===== src/rtl/uart_tx.sv =====
// -----------------------------------------------------------------------------
// uart_tx
// Byte-oriented 8N1 UART transmitter with a small input FIFO. Bytes written by
// the fabric are queued, then serialised LSB-first on o_TX_Serial as
// start bit, 8 data bits, stop bit, each bit held CLKS_PER_BIT clocks.
//
// Optional feature: define UART_TX_PARITY_EN to insert an even parity bit
// (XOR of the 8 data bits) between data bit 7 and the stop bit.
//
// Parameters
//   CLKS_PER_BIT  clocks per serial bit (>= 2)
//   FIFO_DEPTH    transmit buffer depth in bytes (power of 2, >= 2)
//
// Ports
//   i_Clock      system clock, rising edge
//   reset        synchronous, active-low reset (0 = reset)
//   i_TX_DV      write strobe
//   i_TX_Byte    byte to transmit, sampled with i_TX_DV
//   o_TX_Ready   FIFO not full (registered)
//   o_TX_Active  high while a frame is on the line (start through stop)
//   o_TX_Serial  serial line, idle high (registered)
//   o_TX_Done    one-cycle pulse after each stop bit completes
//
// Handshake: a byte is taken on a rising edge where i_TX_DV=1 and either
// o_TX_Ready=1 or the FIFO head is popped on that same edge (a write that
// coincides with a pop keeps a full FIFO full). Any other write is dropped.
// -----------------------------------------------------------------------------
module uart_tx #(
   parameter int CLKS_PER_BIT = 217,
   parameter int FIFO_DEPTH   = 4
) (
   input  logic       i_Clock,
   input  logic       reset,
   input  logic       i_TX_DV,
   input  logic [7:0] i_TX_Byte,
   output logic       o_TX_Ready,
   output logic       o_TX_Active,
   output logic       o_TX_Serial,
   output logic       o_TX_Done
);

   localparam int CW = $clog2(CLKS_PER_BIT);
   localparam int PW = $clog2(FIFO_DEPTH);
   localparam int NW = PW + 1;
   localparam logic [CW-1:0] CNT_MAX = CW'(CLKS_PER_BIT - 1);
   localparam logic [NW-1:0] FULL    = NW'(FIFO_DEPTH);

   typedef enum logic [2:0] {
      ST_IDLE    = 3'd0,
      ST_START   = 3'd1,
      ST_DATA    = 3'd2,
      ST_STOP    = 3'd3,
`ifdef UART_TX_PARITY_EN
      ST_CLEANUP = 3'd4,
      ST_PARITY  = 3'd5
`else
      ST_CLEANUP = 3'd4
`endif
   } state_e;

   // FSM state and datapath registers
   state_e          state_q, state_d;
   logic [CW-1:0]   cnt_q, cnt_d;
   logic [2:0]      idx_q, idx_d;
   logic [7:0]      shift_q, shift_d;

   // FIFO registers
   logic [7:0]      mem_q [FIFO_DEPTH];
   logic [PW-1:0]   wr_ptr_q, wr_ptr_d;
   logic [PW-1:0]   rd_ptr_q, rd_ptr_d;
   logic [NW-1:0]   count_q, count_d;
   logic            ready_q, ready_d;

   // Registered outputs
   logic            serial_q, serial_d;
   logic            active_q, active_d;
   logic            done_q, done_d;

   logic            pop;
   logic            wr_en;
   logic            tick;
   logic [CW-1:0]   cnt_next;

   // ---------------------------------------------------------------------------
   // FIFO control. The head is only popped from IDLE, so the byte in flight
   // lives in shift_q and later writes cannot disturb it.
   // ---------------------------------------------------------------------------
   always_comb begin
      pop      = (state_q == ST_IDLE) && (count_q != '0);
      wr_en    = i_TX_DV && (ready_q || pop);
      wr_ptr_d = wr_en ? wr_ptr_q + PW'(1) : wr_ptr_q;
      rd_ptr_d = pop   ? rd_ptr_q + PW'(1) : rd_ptr_q;
      case ({wr_en, pop})
         2'b10:   count_d = count_q + NW'(1);
         2'b01:   count_d = count_q - NW'(1);
         default: count_d = count_q;
      endcase
      ready_d = (count_d != FULL);
   end

   // ---------------------------------------------------------------------------
   // Process 1: state register (plus datapath, FIFO and output registers)
   // ---------------------------------------------------------------------------
   always_ff @(posedge i_Clock) begin
      if (!reset) begin
         state_q  <= ST_IDLE;
         cnt_q    <= '0;
         idx_q    <= '0;
         shift_q  <= '0;
         wr_ptr_q <= '0;
         rd_ptr_q <= '0;
         count_q  <= '0;
         ready_q  <= 1'b1;
         serial_q <= 1'b1;
         active_q <= 1'b0;
         done_q   <= 1'b0;
      end else begin
         state_q  <= state_d;
         cnt_q    <= cnt_d;
         idx_q    <= idx_d;
         shift_q  <= shift_d;
         wr_ptr_q <= wr_ptr_d;
         rd_ptr_q <= rd_ptr_d;
         count_q  <= count_d;
         ready_q  <= ready_d;
         serial_q <= serial_d;
         active_q <= active_d;
         done_q   <= done_d;
      end
   end

   // Storage needs no reset: entries are only read after being written.
   always_ff @(posedge i_Clock) begin
      if (reset && wr_en) begin
         mem_q[wr_ptr_q] <= i_TX_Byte;
      end
   end

   // ---------------------------------------------------------------------------
   // Process 2: next-state logic
   // ---------------------------------------------------------------------------
   always_comb begin
      state_d  = state_q;
      cnt_d    = cnt_q;
      idx_d    = idx_q;
      shift_d  = shift_q;
      tick     = (cnt_q == CNT_MAX);
      cnt_next = tick ? '0 : cnt_q + CW'(1);

      case (state_q)
         ST_IDLE: begin
            cnt_d = '0;
            idx_d = '0;
            if (pop) begin
               shift_d = mem_q[rd_ptr_q];
               state_d = ST_START;
            end
         end
         ST_START: begin
            cnt_d = cnt_next;
            if (tick) begin
               idx_d   = '0;
               state_d = ST_DATA;
            end
         end
         ST_DATA: begin
            cnt_d = cnt_next;
            if (tick) begin
               if (idx_q == 3'd7) begin
                  idx_d = '0;
`ifdef UART_TX_PARITY_EN
                  state_d = ST_PARITY;
`else
                  state_d = ST_STOP;
`endif
               end else begin
                  idx_d = idx_q + 3'd1;
               end
            end
         end
`ifdef UART_TX_PARITY_EN
         ST_PARITY: begin
            cnt_d = cnt_next;
            if (tick) begin
               state_d = ST_STOP;
            end
         end
`endif
         ST_STOP: begin
            cnt_d = cnt_next;
            if (tick) begin
               state_d = ST_CLEANUP;
            end
         end
         ST_CLEANUP: begin
            cnt_d   = '0;
            state_d = ST_IDLE;
         end
         default: begin
            cnt_d   = '0;
            idx_d   = '0;
            state_d = ST_IDLE;
         end
      endcase
   end

   // ---------------------------------------------------------------------------
   // Process 3: output logic. Outputs are registered, so the line follows the
   // state by one clock; that uniform lag gives the write-to-start latency of
   // two edges and the stop + CLEANUP + IDLE gap between back-to-back frames.
   // ---------------------------------------------------------------------------
   always_comb begin
      serial_d = 1'b1;
      active_d = 1'b0;
      done_d   = 1'b0;
      case (state_q)
         ST_START: begin
            serial_d = 1'b0;
            active_d = 1'b1;
         end
         ST_DATA: begin
            serial_d = shift_q[idx_q];
            active_d = 1'b1;
         end
`ifdef UART_TX_PARITY_EN
         ST_PARITY: begin
            serial_d = ^shift_q;
            active_d = 1'b1;
         end
`endif
         ST_STOP: begin
            serial_d = 1'b1;
            active_d = 1'b1;
         end
         ST_CLEANUP: begin
            done_d = 1'b1;
         end
         default: begin
            serial_d = 1'b1;
         end
      endcase
   end

   assign o_TX_Ready  = ready_q;
   assign o_TX_Active = active_q;
   assign o_TX_Serial = serial_q;
   assign o_TX_Done   = done_q;

endmodule


===== config.mk =====
export PLATFORM = sky130hd
export DESIGN_NAME = uart_tx
export DESIGN_NICKNAME = d
export VERILOG_FILES = /design/src/rtl/uart_tx.sv
export SDC_FILE = /design/constraint.sdc
export NUM_CORES = 1
export LEC_CHECK = 0
export ABC_AREA = 1
export CAP_MARGIN = 0
export CORE_MARGIN = 2
export CORE_UTILIZATION = 30
export CTS_CLUSTER_SIZE = 10
export DETAILED_ROUTE_END_ITERATION = 8
export SLEW_MARGIN = 20
export SYNTH_ARGS = -nofsm -noshare
export SYNTH_HDL_FRONTEND = slang
export SYNTH_SLANG_ARGS = --single-unit

===== constraint.sdc =====
create_clock -name i_Clock -period 2.25 [get_ports i_Clock]
set_input_delay 0.225 -clock i_Clock [delete_from_list [all_inputs] [get_ports i_Clock]]
set_output_delay 0.225 -clock i_Clock [all_outputs]
set_load 0.05 [all_outputs]

==> impl_metrics.yaml <==
synthesis:
  syn_nets: 333
  yosysSeqAreaShare_pct: 56.6
  synth_cell_types: 27
  yosysTopAreaCellShare_pct: 33.6
  synth_area_leader_cell: "edfxtp_1"
  synth_area_per_cell_sq_um: 9.18
  ys_ff_latch: 65
  synthesis.area_sq_um: 2860
  yosys_warnings: 0
  synthTopCellsByArea: "edfxtp_1, dfxtp_1, nor2_1"
  synth_cells: 312
floorplan:
  start_util_pct: 31.0
  placementRows: 35
  die_area_sq_um: 10300
  fp.coreArea_sq_um: 9240
  boundaryPins: 15
  die_w_um: 102
  die_y_um: 102
global_routing:
  grt_pass1_wl_mm: 8.54
  grt_overflow: 0
  groute.usage.overall_pct: 10.8
  grt_max_degree: 19
  grt_pass1_vias: 1905
  grt_antenna_before_repair: 0
finish:
  insertedDiodeCount: 0
  area_delta_synth_final_pct: 17.7
  final_area_sq_um: 3370
  final.fill_count: 952
  seq_area_sq_um: 1620
  mostFrequentLayoutCells: "nor2_1, o21ai_0, dfxtp_1, inv_1, edfxtp_1"
  drive_gt1_share_pct: 12.0
  layout_commonest_cell: "nor2_1"
  nets: 358
  finalNonFillerCells: 471
  multiInputGateArea_sq_um: 1040
drt:
  drt-total-wl_mm: 5.01
  detail_route.iter0.violations: 80
  drc: 0
  drtAntennaViolNets: 0
  wl_per_cell_um: 10.6
  vias: 1995
  first_pass_iters: 4
  via_per_inst: 4.24
placement:
  dpl.hpwl_mm: 3.44
  post-place-cells: 455
  postPlaceCellArea_sq_um: 3160
  place.gp.congestion: 0.762
  port-buffer-count: 14
timing:
  period_share_pct: 90.2
  clock.fmax_mhz: 493
  grt_setup_unrepaired: "no"
  finalSetupViolCount: 0
  fin_skew_ps: 7.97
  tns_ps: 0
  final.min_clock_period_ps: 2030
  worst_pin_slew_ps: 620
  final-hold-violation-count: 0
  slew_headroom_pct: 58.6
  drv_slew: 0
clock_network:
  clk_pin_slew_worst_paths_ps: 70
  hold_buffers: 0
  cts-root-buf: "clkbuf_8"
  cts_htree_levels: 3
  post_cts_buffers: 0
  tritoncts: "yes"
  numCtsBuffers: 9
  clk_path_buf_depth: 2
  clock_sinks: 65
  cts_resized: 0
  worstSkewPairLatency_ps: 340
setup_path:
  critical_path.most_common_cell: "inv_1"
  critPathLaunchType: "flop"
  path_cells: "inv_1, nand3_1, nand3_4, a21boi_4, inv_1, ha_1, inv_1, fa_1, inv_1, nand2_1, nand3_1, o21ai_0, a21oi_1, nand2_1"
  endpoint_kind: "flop"
  worst_ep_required_time_ps: 2480
  cp_num_buf_inv: 4
  slowest_delay_ps: 380
  slowest_stage: "fa_1"
  crit_type: "flop to flop"
  arrival_ps: 2260
  critPathMaxFanout: 4
  critPathTopFamily: "adder cells"
flow_run:
  cap_violations: 0
worst_hold_path:
  hold_class: "flop to flop"
power_and_ir_drop:
  powerDensity_nw_per_um2: 1180
  leakagePower_uw: 0.00136
  finalPower_uw: 3960
  ir_worst_vdd_mv: 0.396
run_status:
  outcome: "completed"
==> synth_stat cells <==
library cell,instances
nor2_1,82
o21ai_0,36
dfxtp_1,33
edfxtp_1,32
inv_1,32
nand2_1,30
nand3_1,16
ha_1,9
buf_4,5
a21oi_1,4
inv_2,4
nand2_2,4
xnor2_1,4
nor2_2,3
o21ai_1,3
xor2_1,3
buf_2,2
a21boi_4,1
a21oi_2,1
clkbuf_8,1
fa_1,1
nand3_4,1
nand3b_1,1
nor2_4,1
nor3_1,1
nor3_2,1
nor3b_2,1
==> final cells by class <==
cell class,instances,area share [%]
flip-flops and latches,65,48.1
repair buffers,22,5.94
inverters,36,4.01
clock inverters,7,2.41
clock buffers,9,3.68
multi-input cells,203,31.0
well taps,129,4.79
==> state kept, by name (all words and copies together) (netlist names) <==
name / count
mem_q: 32
cnt_q: 8
shift_q: 8
count_q: 3
idx_q: 3
state_q: 3
rd_ptr_q: 2
wr_ptr_q: 2
o_TX_Active: 1
o_TX_Done: 1
o_TX_Ready: 1
o_TX_Serial: 1
==> layer usage <==
layer  GRT usage (%)  vias to the layer above  wire length, um
met4            5.61                        0              110
met3            2.69                        9              138
met5               0                        -                0
met1            13.1                      909             2420
li1                -                     1052                -
met2            17.7                       25             2340
==> final timing paths <==
| path | start | endpoint | slack (ps) | cells after the start |
|---|---|---|---|---|
| setup / recovery | count_q[0] | o_TX_Ready | 220 | 14 |
| hold / removal | cnt_q[0] | cnt_q[0] | 480 | 1 |
| setup reg to reg | count_q[0] | o_TX_Ready | 220 | 14 |
| hold reg to reg | cnt_q[0] | cnt_q[0] | 480 | 1 |
==> where the power goes <==
group / leakage (uW) / switching (uW) / internal [uW]
clock: 0.000102 / 514 / 531
sequential: 0.000561 / 169 / 1450
combinational: 0.000692 / 803 / 492
total: 0.00136 / 1490 / 2470
==> cell families after synthesis <==
kind of cell    Yosys count  synth area share, %
flops                    65                 56.6
xor+xnor                  7                 2.14
compound gates           45                 8.48
fa+ha+maj                10                 4.63
buf+inv                  44                 6.86
simple gates            141                 21.2
==> through the flow <==
stage	util [%]	hold slack [ps]	setup WS (ps)
2_1_floorplan	-	324	214
3_3_place_gp	34.2	449	207
3_5_place_dp	34.2	461	128
4_1_cts	36.5	480	204
5_1_grt	36.5	511	4.96
6_report	36.5	485	221
==> worst reg2reg max path, cell delays in order, from the launching register on <==
cell and delay, ps:
dfxtp_1 320, inv_1 100, nand3_1 150, nand3_4 120
a21boi_4 80, inv_1 60, ha_1 150, inv_1 70
fa_1 380, inv_1 60, nand2_1 50, nand3_1 70
o21ai_0 80, a21oi_1 160, nand2_1 70
Power figures use the tool's default switching activity.
